--- config.mk ---
export PLATFORM = sky130hd
export DESIGN_NAME = instr_encoder
export DESIGN_NICKNAME = d
export VERILOG_FILES = /design/src/rtl/instr_encoder.sv
export SDC_FILE = /design/constraint.sdc
export NUM_CORES = 1
export LEC_CHECK = 0
export ABC_CLOCK_PERIOD_IN_PS = 1760
export CORE_MARGIN = 2
export CORE_UTILIZATION = 43
export DETAILED_ROUTE_END_ITERATION = 10
export GPL_ROUTABILITY_DRIVEN = 0
export PLACE_DENSITY = 0.8
export SYNTH_ARGS = -nofsm -noshare
export SYNTH_HDL_FRONTEND = slang
export SYNTH_SLANG_ARGS = --single-unit
export TNS_END_PERCENT = 100
--- constraint.sdc ---
create_clock -name clk -period 1.76 [get_ports clk]
set_input_delay 0.264 -clock clk [delete_from_list [all_inputs] [get_ports clk]]
set_output_delay 0.264 -clock clk [all_outputs]
set_load 0.05 [all_outputs]
--- src/rtl/instr_encoder.sv ---
// Field-level RV32I subset encoder (add/sub/and/or/lw/sw/beq) that writes each
// encoded word to instruction memory at sequential word addresses.
module instr_encoder #(
   parameter int DEPTH  = 64,
   parameter int ADDR_W = 6
) (
   input  logic              clk,
   input  logic              rst,
   input  logic              clr,
   input  logic              in_valid,
   output logic              in_ready,
   input  logic [2:0]        op,
   input  logic [4:0]        rd,
   input  logic [4:0]        rs1,
   input  logic [4:0]        rs2,
   input  logic [12:0]       imm,
   output logic              mem_we,
   output logic [ADDR_W-1:0] mem_addr,
   output logic [31:0]       mem_wdata,
   output logic [ADDR_W:0]   count,
   output logic              full,
   output logic              err,
   output logic [1:0]        dbg_state
);

   // Handshake: a request transfers on a rising edge where in_valid and
   // in_ready are both high; in_ready never depends on in_valid.

   typedef enum logic [1:0] {
      IDLE  = 2'd0,
      WRITE = 2'd1,
      FULL  = 2'd2
   } state_t;

   localparam logic [2:0] OP_ADD = 3'b000;
   localparam logic [2:0] OP_SUB = 3'b001;
   localparam logic [2:0] OP_AND = 3'b010;
   localparam logic [2:0] OP_OR  = 3'b011;
   localparam logic [2:0] OP_LW  = 3'b100;
   localparam logic [2:0] OP_SW  = 3'b101;
   localparam logic [2:0] OP_BEQ = 3'b110;

   localparam logic [ADDR_W:0] DEPTH_C = (ADDR_W+1)'(DEPTH);
   localparam logic [ADDR_W:0] ONE_C   = {{ADDR_W{1'b0}}, 1'b1};

   state_t          state, state_nxt;
   logic            accept;
   logic            illegal;
   logic [31:0]     enc_word;
   logic [ADDR_W:0] count_inc;

   assign in_ready  = (state == IDLE) && !clr && !rst;
   assign accept    = in_valid && in_ready;
   // Odd branch offsets cannot be encoded since imm[0] is implicit zero.
   assign illegal   = (op == 3'b111) || ((op == OP_BEQ) && imm[0]);
   assign count_inc = count + ONE_C;
   assign full      = (state == FULL);
   assign dbg_state = state;

   always_comb begin
      enc_word = 32'd0;
      case (op)
         OP_ADD: enc_word = {7'b0000000, rs2, rs1, 3'b000, rd, 7'b0110011};
         OP_SUB: enc_word = {7'b0100000, rs2, rs1, 3'b000, rd, 7'b0110011};
         OP_AND: enc_word = {7'b0000000, rs2, rs1, 3'b111, rd, 7'b0110011};
         OP_OR:  enc_word = {7'b0000000, rs2, rs1, 3'b110, rd, 7'b0110011};
         OP_LW:  enc_word = {imm[11:0], rs1, 3'b010, rd, 7'b0000011};
         OP_SW:  enc_word = {imm[11:5], rs2, rs1, 3'b010, imm[4:0], 7'b0100011};
         OP_BEQ: enc_word = {imm[12], imm[10:5], rs2, rs1, 3'b000, imm[4:1], imm[11], 7'b1100011};
         default: enc_word = 32'd0;
      endcase
   end

   always_comb begin
      state_nxt = state;
      mem_we    = 1'b0;
      case (state)
         IDLE: begin
            if (accept && !illegal) state_nxt = WRITE;
         end
         WRITE: begin
            mem_we    = !clr;
            state_nxt = (count_inc == DEPTH_C) ? FULL : IDLE;
         end
         FULL:    state_nxt = FULL;
         default: state_nxt = IDLE;
      endcase
      if (clr) state_nxt = IDLE;
   end

   always_ff @(posedge clk or posedge rst) begin
      if (rst) begin
         state     <= IDLE;
         mem_addr  <= '0;
         mem_wdata <= 32'd0;
         count     <= '0;
         err       <= 1'b0;
      end else begin
         state <= state_nxt;
         if (clr) begin
            count <= '0;
            err   <= 1'b0;
         end else begin
            if (accept && illegal) err <= 1'b1;
            if (accept && !illegal) begin
               mem_addr  <= count[ADDR_W-1:0];
               mem_wdata <= enc_word;
            end
            if (state == WRITE) count <= count_inc;
         end
      end
   end

endmodule

---- Yosys cells after proc, flatten, opt, wreduce, memory -nomap -nowiden ----
Cells that the tools add are included.
operators by class
  add/subtract/negate cells ............... 1
  equal/unequal tests ..................... 11
  multiplexer cells ....................... 10
  bitwise gates (word level) .............. 1
  reduce and logical (&&, ||, !) cells .... 15
operator list
  cell                                           number
  case mux 32 bit (7 select lines)               1
  two-way mux 7 bit                              2
  == test 3 bit, second input constant           4
  adder 7 x 1 -> 7 bit, second input constant    1
  == test 7 bit, second input constant           1
  == test 3 x 2 -> 1 bit, second input constant  2
  logical AND 1 bit                              6
  two-way mux 2 bit                              3
  case mux 2 bit (3 select lines)                1
  nonzero test 2 bit                             2
  == test 3 x 1 -> 1 bit, second input constant  1
  logical NOT 1 bit                              3
  logical NOT 3 bit                              1
  two-way mux 1 bit                              3
  != test 3 x 2 -> 1 bit, second input constant  1
  == test 2 x 1 -> 1 bit, second input constant  1
  == test 2 bit, second input constant           1
  logical NOT 2 bit                              1
  AND reduction 2 bit                            1
  logical OR 1 bit                               1
  inverter 1 bit                                 1
storage, ports and cells
  bits in registers ....................... 48
  output and inout bits ................... 51
  logic and storage cells ................. 43

---- Logic depth before layout (Yosys ltp) ----
  depth in word-level cells ............... 8
  depth in mapped cells ................... 6

---- Least setup slack after synthesis ----
Ideal clock, no wire load.
  kind .................................... register -> register
  start ................................... register state[1], in the netlist dbg_state[1]
  end ..................................... register mem_addr[0]
  library setup time ...................... 0.125 ns
  data arrival time ....................... 2.135 ns
  required time ........................... 1.635 ns
  setup slack ............................. -0.500 ns
  stages on the path, launching flop included .. 5
  clock period less this slack ............ 2.260 ns
  cells stage by stage .................... dfrtp_1 -> nor4_4 -> nand3b_4 -> buf_6 -> mux2_4
on the way
  longest elaborated chain between the ends .. 6
RTL lines
  element                               RTL line  source
  start: declaration                    46        state_t state, state_nxt;
  start signal: assignment              99        state <= state_nxt;
  logical NOT 2 bit                     52        assign in_ready = (state == IDLE) && !clr && !rst;
  logical AND 1 bit (2 in a row)        52
  via in_ready                          11        output logic in_ready,
  logical AND 1 bit                     53        assign accept = in_valid && in_ready;
  logical AND 1 bit                     105       if (accept && !illegal) begin
  AND reduction 2 bit (no source line)  n/a
  end signal: assignment                106       mem_addr <= count[ADDR_W-1:0];
  end: declaration                      18        output logic [ADDR_W-1:0] mem_addr,
The timed path passes the listed nets, and every way through them passes these cells.
A chain may end at the register's enable or synchronous reset.

---- Worst setup path in the final report ----
  start ................................... register mem_wdata[19]
  end ..................................... output port mem_wdata[19]
RTL lines
  element                   RTL line  source
  start: declaration        19        output logic [31:0] mem_wdata,
  start signal: assignment  107       mem_wdata <= enc_word;
No word-level cell between the ends.

==> metrics.txt <==
total global-route track usage 0.191; I/O pins 86; Post-synth EDFFs 0; Synth warnings 0; ys flop type dfrtp_1; CP Depth 1; RR Endpoint mem_addr[1]; Final Slew Violations 0; Pre-antenna DRT Iters 4; crit path cell chain clkdlybuf4s50_1; Setup WS pre-CTS -99.5 ps; Layout Skew 4.64 ps; # port buffers 83; synthesized area approximately 0.0021 sq mm; Worst EP arrival between 1000 and 1500 ps; Hold Vio Cnt, Final 0; Post-DP HPWL about 3.8 mm; Final nets 351; first-pass GRT wire length around 8.1 mm; Finished Cell Area roughly 0.0033 sq mm; share of cells above drive strength 1 0.236; top-area cell type share of the netlist area 0.527; die width 74.5 microns; Max stage delay cell, worst path clkdlybuf4s50_1; max cap viols 0; Setup CP Type flop to output port; FP Rows 25; Power Dens Cells 889 mW/mm^2; worst-skew pair later-pin latency between 200 and 300 ps; R2R cell count 4; area grow syn2layout 53.5%; largest net degree at the start of global routing 46; Yosys reg bits 45; antenna fix cells 0; Min-Delay Path Class flop to flop; full die area 0.00555 sq mm; list of most frequent post-synthesis cells dfrtp_1, nand2_1, o21ai_0, a21oi_1, clkbuf_1; antenna violations before repair 0; worst path required time 1500 ps; Avg Vias per Cell between 4 and 5; status complete, no violations; Worst Setup Start Kind flop; total number of vias 1,872; drc violations 0; RR Startpoint dbg_state[0]; Pwr Total 2.91 mW; critical path endpoint mem_wdata[19]; Yosys top cell by area dfrtp_1; fin crit share 0.979; grt ovf 0; htree depth 2; CTS tree yes; Core Util, Final 0.689; maximum vdd drop 770 uV; Placed Area ~0.0032 sq mm; post-synthesis sequential area ratio 0.527; unrepaired setup endpoints after global routing false; Core ar. between 0.004 and 0.005 sq mm; top cells by area, synth dfrtp_1, nand2_1, o21ai_0, mux2_4, a21oi_1; total wire length 5.06 mm; CP Capture Type output port; LEAKAGE around 1.6 nW; vias in the first global route 1,707; clk sinks 45; Starting Density 0.449; Reg clk slew, reported paths 80 ps; Rel. slew slack 0.657; Post CTS Setup Buffer Count 0; post-layout min period 1720 ps; Buf/Inv on CP 1; Cell variety after synth 40; Fmax slightly below 0.6 GHz; Worst Tran Pin Value 514 ps; ANT nets after route 0; Fillers 378; Routed WL per cell 13.3 microns; CTS Buf Count 5; root buf cell clkbuf_8; Setup Total Neg Slack 0 ps; Max stage delay on crit path 810 ps; gate count of the mapped netlist 214; asr flop ratio synth 1.00; Critical path origin mem_wdata[19]; Max FO, Critical Path 2; cell family with most CP delay buffers and inverters; Initial DRC Count 125; Mean Syn Cell Area 9.98 sq um; final setup violating endpoints 0; hold bufs inserted after CTS 0; worst setup margin 36.7 ps; height of the die between 70 and 80 microns; clock buffer depth 2; internal reg-to-reg setup slack about 220 ps
cell families after synthesis:
group           share of synthesized area
fa+ha+maj                          0.0176
xor+xnor                           0.0246
mux                                0.0486
other cells                       0.00176
compound gates                      0.156
buf+inv                            0.0428
simple gates                        0.181
flops                               0.527
cell usage in the layout (no fill, tap or decap), drive strengths merged, types with 5 or more instances in the layout:
cell           instances
dlymetal6s2s           8
nor2                   7
nand2                 45
o21ai                 25
clkbuf                 5
inv                    5
dfrtp                 45
a21oi                  8
mux2                   7
nor2b                  5
clkdlybuf4s50         46
buf                   51
repair_timing:
| item | in CTS | in global routing |
|---|---|---|
| endpoints found under the setup margin | 0 | 8 |
| gates resized for setup | 0 | 8 |
| hold endpoints to repair | 0 | 0 |
how the worst min path moves through the flow:
stage | start | to | cells past startpoint
2_1_floorplan | rs1[0] | mem_wdata[15] | 2
3_3_place_gp | mem_wdata[29] | mem_wdata[29] | 2
3_5_place_dp | mem_wdata[27] | mem_wdata[27] | 2
4_1_cts | mem_wdata[27] | mem_wdata[27] | 2
5_1_grt | mem_wdata[20] | mem_wdata[20] | 2
6_report | mem_wdata[27] | mem_wdata[27] | 2
power breakdown:
group / internal [mW] / switching (mW) / total [mW]
clock network: 0.278 / 0.355 / 0.633
registers: 1.16 / 0.0724 / 1.23
logic: 0.378 / 0.673 / 1.05
total: 1.81 / 1.10 / 2.91
routing by layer:
metal / track usage / vias up / wire, microns
met3: 0.0339 / 13 / 217
li1: - / 939 / -
met5: 0 / - / 0
met1: 0.275 / 870 / 2340
met2: 0.287 / 50 / 2400
met4: 0.0734 / 0 / 110
state kept, by name, indices dropped and copies added (netlist names):
| register | flops |
|---|---|
| mem_addr | 6 |
| count | 7 |
| dbg_state | 2 |
| mem_wdata | 29 |
| err | 1 |
area by class of cell:
cell class                      instances  area, sq um  area share
Clock inverter                          3         22.5     0.00687
Tap cell                               67         83.8      0.0256
Timing Repair Buffer                  105         1030       0.315
Multi-Input combinational cell        151          925       0.282
Sequential cell                        45         1130       0.344
Inverter                                5         18.8     0.00573
Clock buffer                            5         68.8      0.0210
through the flow:
step,cells,hold WS (ps)
after floorplan,215,400
after global placement,373,462
after detailed placement,373,469
after CTS,381,488
after global routing,381,505
final,381,482
(Power assumes the default switching activity.)
